--- config.mk ---
export PLATFORM = sky130hd
export DESIGN_NAME = pipeline_hazard_ctrl
export DESIGN_NICKNAME = d
export VERILOG_FILES = /design/src/rtl/pipeline_hazard_ctrl.sv
export SDC_FILE = /design/constraint.sdc
export NUM_CORES = 1
export LEC_CHECK = 0
export CAP_MARGIN = 30
export CORE_MARGIN = 4
export CORE_UTILIZATION = 49
export DETAILED_ROUTE_END_ITERATION = 6
export PLACE_DENSITY = 0.95
export SLEW_MARGIN = 20
export SYNTH_ARGS = -nofsm -noshare
export SYNTH_HDL_FRONTEND = slang
export SYNTH_SLANG_ARGS = --single-unit
--- constraint.sdc ---
create_clock -name clk -period 4.25 [get_ports clk]
set_input_delay 0.85 -clock clk [delete_from_list [all_inputs] [get_ports clk]]
set_output_delay 0.85 -clock clk [all_outputs]
set_load 0.05 [all_outputs]
--- src/rtl/pipeline_hazard_ctrl.sv ---
// pipeline_hazard_ctrl
// Central stall/flush controller for the 5-stage pipeline. Resolves data-memory
// wait, taken-branch and load-use hazards, owns the data-memory request, and
// keeps saturating stall/flush counters plus a sticky memory-timeout flag.
//
// Data-memory handshake: dmem_req is high whenever the instruction in MEM is a
// load or store. An access completes on the rising edge of a cycle where both
// dmem_req and dmem_ack are high. Until then the request stays asserted, because
// the frozen EX/MEM register keeps MEM_ld/MEM_str stable.
module pipeline_hazard_ctrl #(
   parameter int XLEN     = 32,
   parameter int CNT_W    = 16,
   parameter int MAX_WAIT = 16
) (
   input  logic             clk,
   input  logic             rst,
   input  logic [4:0]       ID_rs1,
   input  logic [4:0]       ID_rs2,
   input  logic             ID_use_rs1,
   input  logic             ID_use_rs2,
   input  logic [4:0]       EX_rd,
   input  logic             EX_we,
   input  logic             EX_ld,
   input  logic             EX_taken,
   input  logic             MEM_ld,
   input  logic             MEM_str,
   input  logic             dmem_ack,
   output logic             dmem_req,
   output logic             pc_en,
   output logic             if_id_en,
   output logic             id_ex_en,
   output logic             ex_mem_en,
   output logic             mem_wb_en,
   output logic             if_id_flush,
   output logic             id_ex_flush,
   output logic             mem_wb_bubble,
   output logic [CNT_W-1:0] stall_cnt,
   output logic [CNT_W-1:0] flush_cnt,
   output logic             mem_err,
   output logic             dbg_state_o
);

   localparam int                WAIT_W    = $clog2(MAX_WAIT) + 1;
   localparam logic [WAIT_W-1:0] WAIT_LAST = WAIT_W'(MAX_WAIT - 1);

   // Reject parameter sets the timeout logic cannot honour.
   generate
      if (MAX_WAIT < 2 || XLEN < 1) begin : g_param_check
         $error("pipeline_hazard_ctrl: MAX_WAIT must be >= 2 and XLEN >= 1");
      end
   endgenerate

   typedef enum logic {
      RUN      = 1'b0,
      MEM_WAIT = 1'b1
   } state_t;

   state_t            state_q, state_d;
   logic [WAIT_W-1:0] wait_cnt_q, wait_cnt_d;
   logic [CNT_W-1:0]  stall_cnt_q, stall_cnt_d;
   logic [CNT_W-1:0]  flush_cnt_q, flush_cnt_d;
   logic              mem_err_q, mem_err_d;

   logic memop;
   logic mem_stall;
   logic load_use;

   assign memop     = MEM_ld | MEM_str;
   assign mem_stall = memop & ~dmem_ack;
   assign load_use  = EX_ld & EX_we & (EX_rd != 5'd0) &
                      ((ID_use_rs1 & (ID_rs1 == EX_rd)) |
                       (ID_use_rs2 & (ID_rs2 == EX_rd)));

   // Control outputs: memory stall beats taken branch beats load-use; all held low in reset.
   always_comb begin
      dmem_req      = 1'b0;
      pc_en         = 1'b0;
      if_id_en      = 1'b0;
      id_ex_en      = 1'b0;
      ex_mem_en     = 1'b0;
      mem_wb_en     = 1'b0;
      if_id_flush   = 1'b0;
      id_ex_flush   = 1'b0;
      mem_wb_bubble = 1'b0;
      if (rst) begin
         dmem_req  = memop;
         mem_wb_en = 1'b1;
         if (mem_stall) begin
            // Freeze PC..EX/MEM; MEM/WB drains a bubble while memory is busy.
            mem_wb_bubble = 1'b1;
         end else begin
            ex_mem_en = 1'b1;
            id_ex_en  = 1'b1;
            if (EX_taken) begin
               // Squash both younger instructions; the ID one cannot cause a load-use.
               pc_en       = 1'b1;
               if_id_en    = 1'b1;
               if_id_flush = 1'b1;
               id_ex_flush = 1'b1;
            end else if (load_use) begin
               // Hold PC and IF/ID one cycle, inject a bubble into ID/EX.
               id_ex_flush = 1'b1;
            end else begin
               pc_en    = 1'b1;
               if_id_en = 1'b1;
            end
         end
      end
   end

   // Next-state values for the FSM, wait timer, sticky error and saturating counters.
   always_comb begin
      state_d     = mem_stall ? MEM_WAIT : RUN;
      wait_cnt_d  = '0;
      mem_err_d   = mem_err_q;
      stall_cnt_d = stall_cnt_q;
      flush_cnt_d = flush_cnt_q;
      if (state_q == MEM_WAIT && mem_stall) begin
         if (wait_cnt_q >= WAIT_LAST) begin
            mem_err_d = 1'b1;
         end
         if (wait_cnt_q != '1) begin
            wait_cnt_d = wait_cnt_q + WAIT_W'(1);
         end else begin
            wait_cnt_d = wait_cnt_q;
         end
      end
      if (!pc_en && stall_cnt_q != '1) begin
         stall_cnt_d = stall_cnt_q + CNT_W'(1);
      end
      if (if_id_flush && flush_cnt_q != '1) begin
         flush_cnt_d = flush_cnt_q + CNT_W'(1);
      end
   end

   // FSM state and its registered outputs (counters, timeout flag).
   always_ff @(posedge clk or negedge rst) begin
      if (!rst) begin
         state_q     <= RUN;
         wait_cnt_q  <= '0;
         stall_cnt_q <= '0;
         flush_cnt_q <= '0;
         mem_err_q   <= 1'b0;
      end else begin
         state_q     <= state_d;
         wait_cnt_q  <= wait_cnt_d;
         stall_cnt_q <= stall_cnt_d;
         flush_cnt_q <= flush_cnt_d;
         mem_err_q   <= mem_err_d;
      end
   end

   assign stall_cnt   = stall_cnt_q;
   assign flush_cnt   = flush_cnt_q;
   assign mem_err     = mem_err_q;
   assign dbg_state_o = (state_q == MEM_WAIT);

endmodule

## After elaboration in Yosys (flattened, before gate mapping)

Cells that the tools add are included.

| operators by class | value |
|---|---|
| add/subtract/negate cells | 3 |
| order comparisons | 1 |
| equality and inequality tests | 6 |
| muxes and demuxes | 19 |
| bitwise gates (word level) | 9 |
| reduce and logical (&&, ||, !) cells | 6 |

Operators by type and width:

| cell | count |
|---|---|
| $add 16x1->16 const B | 2 |
| $ne 16x16->1 const B | 2 |
| $mux 1 | 17 |
| $eq 5x5->1 | 2 |
| $mux 5 | 2 |
| $and 1x1->1 | 6 |
| $add 5x1->5 const B | 1 |
| $ge 5x4->1 const B | 1 |
| $ne 5x5->1 const B | 1 |
| $reduce_bool 5->1 | 1 |
| $logic_and 1x1->1 | 3 |
| $ne 2x1->1 const B | 1 |
| $or 1x1->1 | 2 |
| $reduce_and 2->1 | 1 |
| $logic_not 1->1 | 1 |
| $not 1->1 | 1 |

| word-level totals | value |
|---|---|
| register bits | 39 |
| input port bits | 25 |
| output and inout port bits | 43 |
| logic and storage cells | 49 |

## Longest topological paths before layout

| depth | value |
|---|---|
| depth after elaboration | 10 |
| depth in mapped cells | 8 |
| gate-level depth less buffers | 7 |

## Worst setup path after synthesis

OpenSTA, ideal clock, no wires.

| timing path | value |
|---|---|
| path type | input-to-output |
| from | input port MEM_str |
| to | output port mem_wb_bubble |
| arrival | 2405 ps |
| required time | 3400 ps |
| path slack | 995 ps |
| stages on the path | 3 |
| buffers on the path | 0 |
| cell sequence | nor2_1 > nor2b_1 > nor2b_1 |

| between the ends | value |
|---|---|
| word-level cells in the longest chain between the ends | 4 |

RTL lines:

| item | RTL line | text |
|---|---|---|
| from (decl) | 26 | `input logic MEM_str,` |
| $or 1x1->1 | 68 | `assign memop = MEM_ld \| MEM_str;` |
| $and 1x1->1 | 69 | `assign mem_stall = memop & ~dmem_ack;` |
| $mux 1 | 88 | `if (mem_stall) begin` |
| $mux 1 | 85 | `if (rst) begin` |
| to (decl) | 36 | `output logic mem_wb_bubble,` |

Every way passes these cells.

## Final worst setup path

| timing path | value |
|---|---|
| from | input port EX_rd[0] |
| to | output port id_ex_flush |

| between the ends | value |
|---|---|
| word-level cells in the longest chain between the ends | 8 |
| elaborated cells between the ends (all ways) | 12 |
| classes of those cells | eq/ne (2); mux (4); bitwise (5); reduce/logical (1) |

RTL lines:

| item | RTL line | text |
|---|---|---|
| from (decl) | 21 | `input logic [4:0] EX_rd,` |
| $eq 5x5->1 (on tied branches) | 71, 72 |  |
| $and 1x1->1 (on tied branches) | 71, 72 |  |
| $or 1x1->1 | 71 | `((ID_use_rs1 & (ID_rs1 == EX_rd)) \|` |
| $and 1x1->1 * | 70 | `assign load_use = EX_ld & EX_we & (EX_rd != 5'd0) &` |
| $mux 1 * | 100 | `end else if (load_use) begin` |
| $mux 1 * | 94 | `if (EX_taken) begin` |
| $mux 1 * | 88 |  |
| $mux 1 * | 85 |  |
| to (decl) | 35 | `output logic id_ex_flush,` |

Every way passes the cells marked *; elsewhere a longest branch is shown, timed or not.

==> results.yml <==
sta:
  setup_tns_ps: 0
  setup_violations: 0
  fin_skew_ps: 6.81
  hold_violations: 0
  fin_crit_sh_pct: 89.3
  rsz0062_at_grt: "no"
  maxSlewHeadroom_pct: 63.6
  period_minus_slack_ps: 3790
  fmax_mhz: 264
  tightestPinTransition_ps: 547
  fin_hold_ws_ps: 427
  slew_violations: 0
cells_and_area:
  mostFrequentLayoutCell: "clkdlybuf4s50_1"
  fillers: 302
  antenna-diode-count: 0
  nNetsFinal: 293
  layout_common_cells: "clkdlybuf4s50_1 (64), dfrtp_1 (39), xnor2_1 (37)"
  drive_gt1_share_pct: 9.09
  area_growth_pct: 36.8
  fin_area_um2: 2840
worst_setup_path:
  path_class: "input pin to output port"
  cp.arrival_ps: 2940
  r2r_slack_ps: 1900
  timing.rr.start: "stall_cnt[0]"
  r2r_cells: 7
  startpoint: "EX_rd[0]"
  cp_max_fo: 3
  worst-path-buf-inv: 2
  start_kind: "input pin"
  required_ps: 3400
  path_common_cell: "clkdlybuf4s50_1"
  slowest_delay_ps: 700
  crit_chain: "clkdlybuf4s50_1, or3_1, o311a_1, a21oi_1, nor2_1, clkdlybuf4s50_1"
  r2r_end: "stall_cnt[1]"
  critPathCaptureType: "output port"
  slowest_stage: "clkdlybuf4s50_1"
  path_delay_family: "buffers and inverters"
job:
  cap_violations: 0
synth:
  synthArstFlopShare_pct: 100
  synth_nets: 223
  yosys_warnings: 0
  ys_ff_latch: 39
  yosysSeqAreaShare_pct: 47.0
  syn_avg_cell_area_um2: 10.7
  synth_area_um2: 2070
  synth_top_flop_cell: "dfrtp_1"
  netlist_instances: 193
  synth_enable_flop_cells: 0
  synth_cell_type_count: 35
routing:
  vias: 1654
  antenna_left: 0
  drt-wirelength-per-cell_um: 14.9
  wl_um: 4670
  drt-initial-drc-count: 78
  first_pass_iters: 4
  vias_per_cell: 5.27
  drc_errors: 0
cts:
  clkLatencyLatePin_ps: 290
  htreeDepth: 2
  cts_made_buffers: 5
  cts_resized: 0
  root_buffer: "clkbuf_8"
  holdBufCountCts: 0
  cts.clk_slew.worst_paths_ps: 70
  clock-sinks: 39
  cts_buffer_depth: 2
  cts_tree: "built"
  post_cts_buffers: 0
global_routing:
  track_usage_pct: 19.1
  grt_pass1_wl_um: 7840
  grt_max_degree: 32
  grt_overflow: 0
  grt_pass1_vias: 1735
  antenna_found_initial: 0
placed_design:
  globalplace.congestion: 0.847
  place_hpwl_um: 3690
  io_buffers: 67
  dpl_cell_area_um2: 2760
floorplan:
  initial_core_util_pct: 51.1
  fp.dieW_um: 73.1
  die_area_um2: 5340
  rows: 23
  ios: 68
  core_area_um2: 4060
  die_y_um: 73.1
pwr:
  power_mw: 1.27
  power.density_nw_per_um2: 447
  p_leak_nw: 1.18
  ir_drop_mv: 0.305
worst_hold_path:
  hold_path_class: "input pin to asynchronous set/reset pin"
outcome:
  status: "finished, final reports clean"
-- cell families (layout without fill, tap and decap cells) --
kind of cell	after synthesis	in the layout	share of synthesized area [%]
simple gates	83	83	22.7
mux	4	4	2.11
fa+ha+maj	5	5	3.02
flops	39	39	47.0
xor+xnor	42	42	17.7
buf+inv	11	82	3.44
compound gates	9	9	3.92
-- flip-flops by register name, indices dropped and copies added (netlist names) --
name	cells
dbg_state_o	1
flush_cnt	16
mem_err	1
stall_cnt	16
wait_cnt_q	5
-- per-stage QoR --
stage	std cells	utilization (%)	setup WS, ps
CTS	314	69.9	459
detailed placement	306	67.9	459
global route	314	69.9	392
global placement	306	67.9	473
floorplan	193	-	995
finish	314	69.9	456
-- how the worst max path moves through the flow --
stage / end / depth (start not counted) / slack, ps
2_1_floorplan: mem_wb_bubble / 3 / 990
3_3_place_gp: id_ex_flush / 6 / 470
3_5_place_dp: id_ex_flush / 6 / 460
4_1_cts: id_ex_flush / 6 / 460
5_1_grt: id_ex_flush / 6 / 390
6_report: id_ex_flush / 6 / 460
-- cells in the mapped netlist, types with 3 or more instances --
cell	instances	area share [%]
dfrtp_1	39	47
and3_1	7	2.1
xnor2_1	37	16
xor2_1	5	2.1
nand2_1	16	2.9
buf_4	3	1.1
mux2_2	3	1.6
inv_1	5	0.90
ha_1	5	3.0
nand4_1	8	2.4
nor2b_1	5	1.5
nor2_1	13	2.4
nand3_1	17	4.1
-- final cells by class --
class	count	area, um2	share of cell area, %
Multi-Input combinational cell	143	1030	36.2
Sequential cell	39	976	34.4
Timing Repair Buffer	68	668	23.5
Clock buffer	7	76.3	2.69
Tap cell	50	62.6	2.20
Inverter	6	22.5	0.794
Clock inverter	1	5.00	0.176
-- worst reg2reg max path, delay by kind of cell (launching register included) --
kind,cells,cell delay [ps]
adders and majority gates,1,200
DFF,1,400
muxes,1,350
and+or+nand+nor,5,1280
-- routing by layer --
layer | global-route usage (%) | vias to the layer above | part of all wire, %
met4 | 6.76 | 0 | 1.5
met5 | 0 | - | 0
met2 | 33.4 | 41 | 53
met3 | 4.41 | 8 | 3.6
met1 | 22.9 | 808 | 42
li1 | - | 797 | -
-- power breakdown --
group / total, mW / switching [mW] / internal, mW
registers: 0.509 / 0.0774 / 0.431
logic: 0.524 / 0.323 / 0.201
clock network: 0.237 / 0.122 / 0.115
No activity file was read; power rests on OpenSTA's default activity.
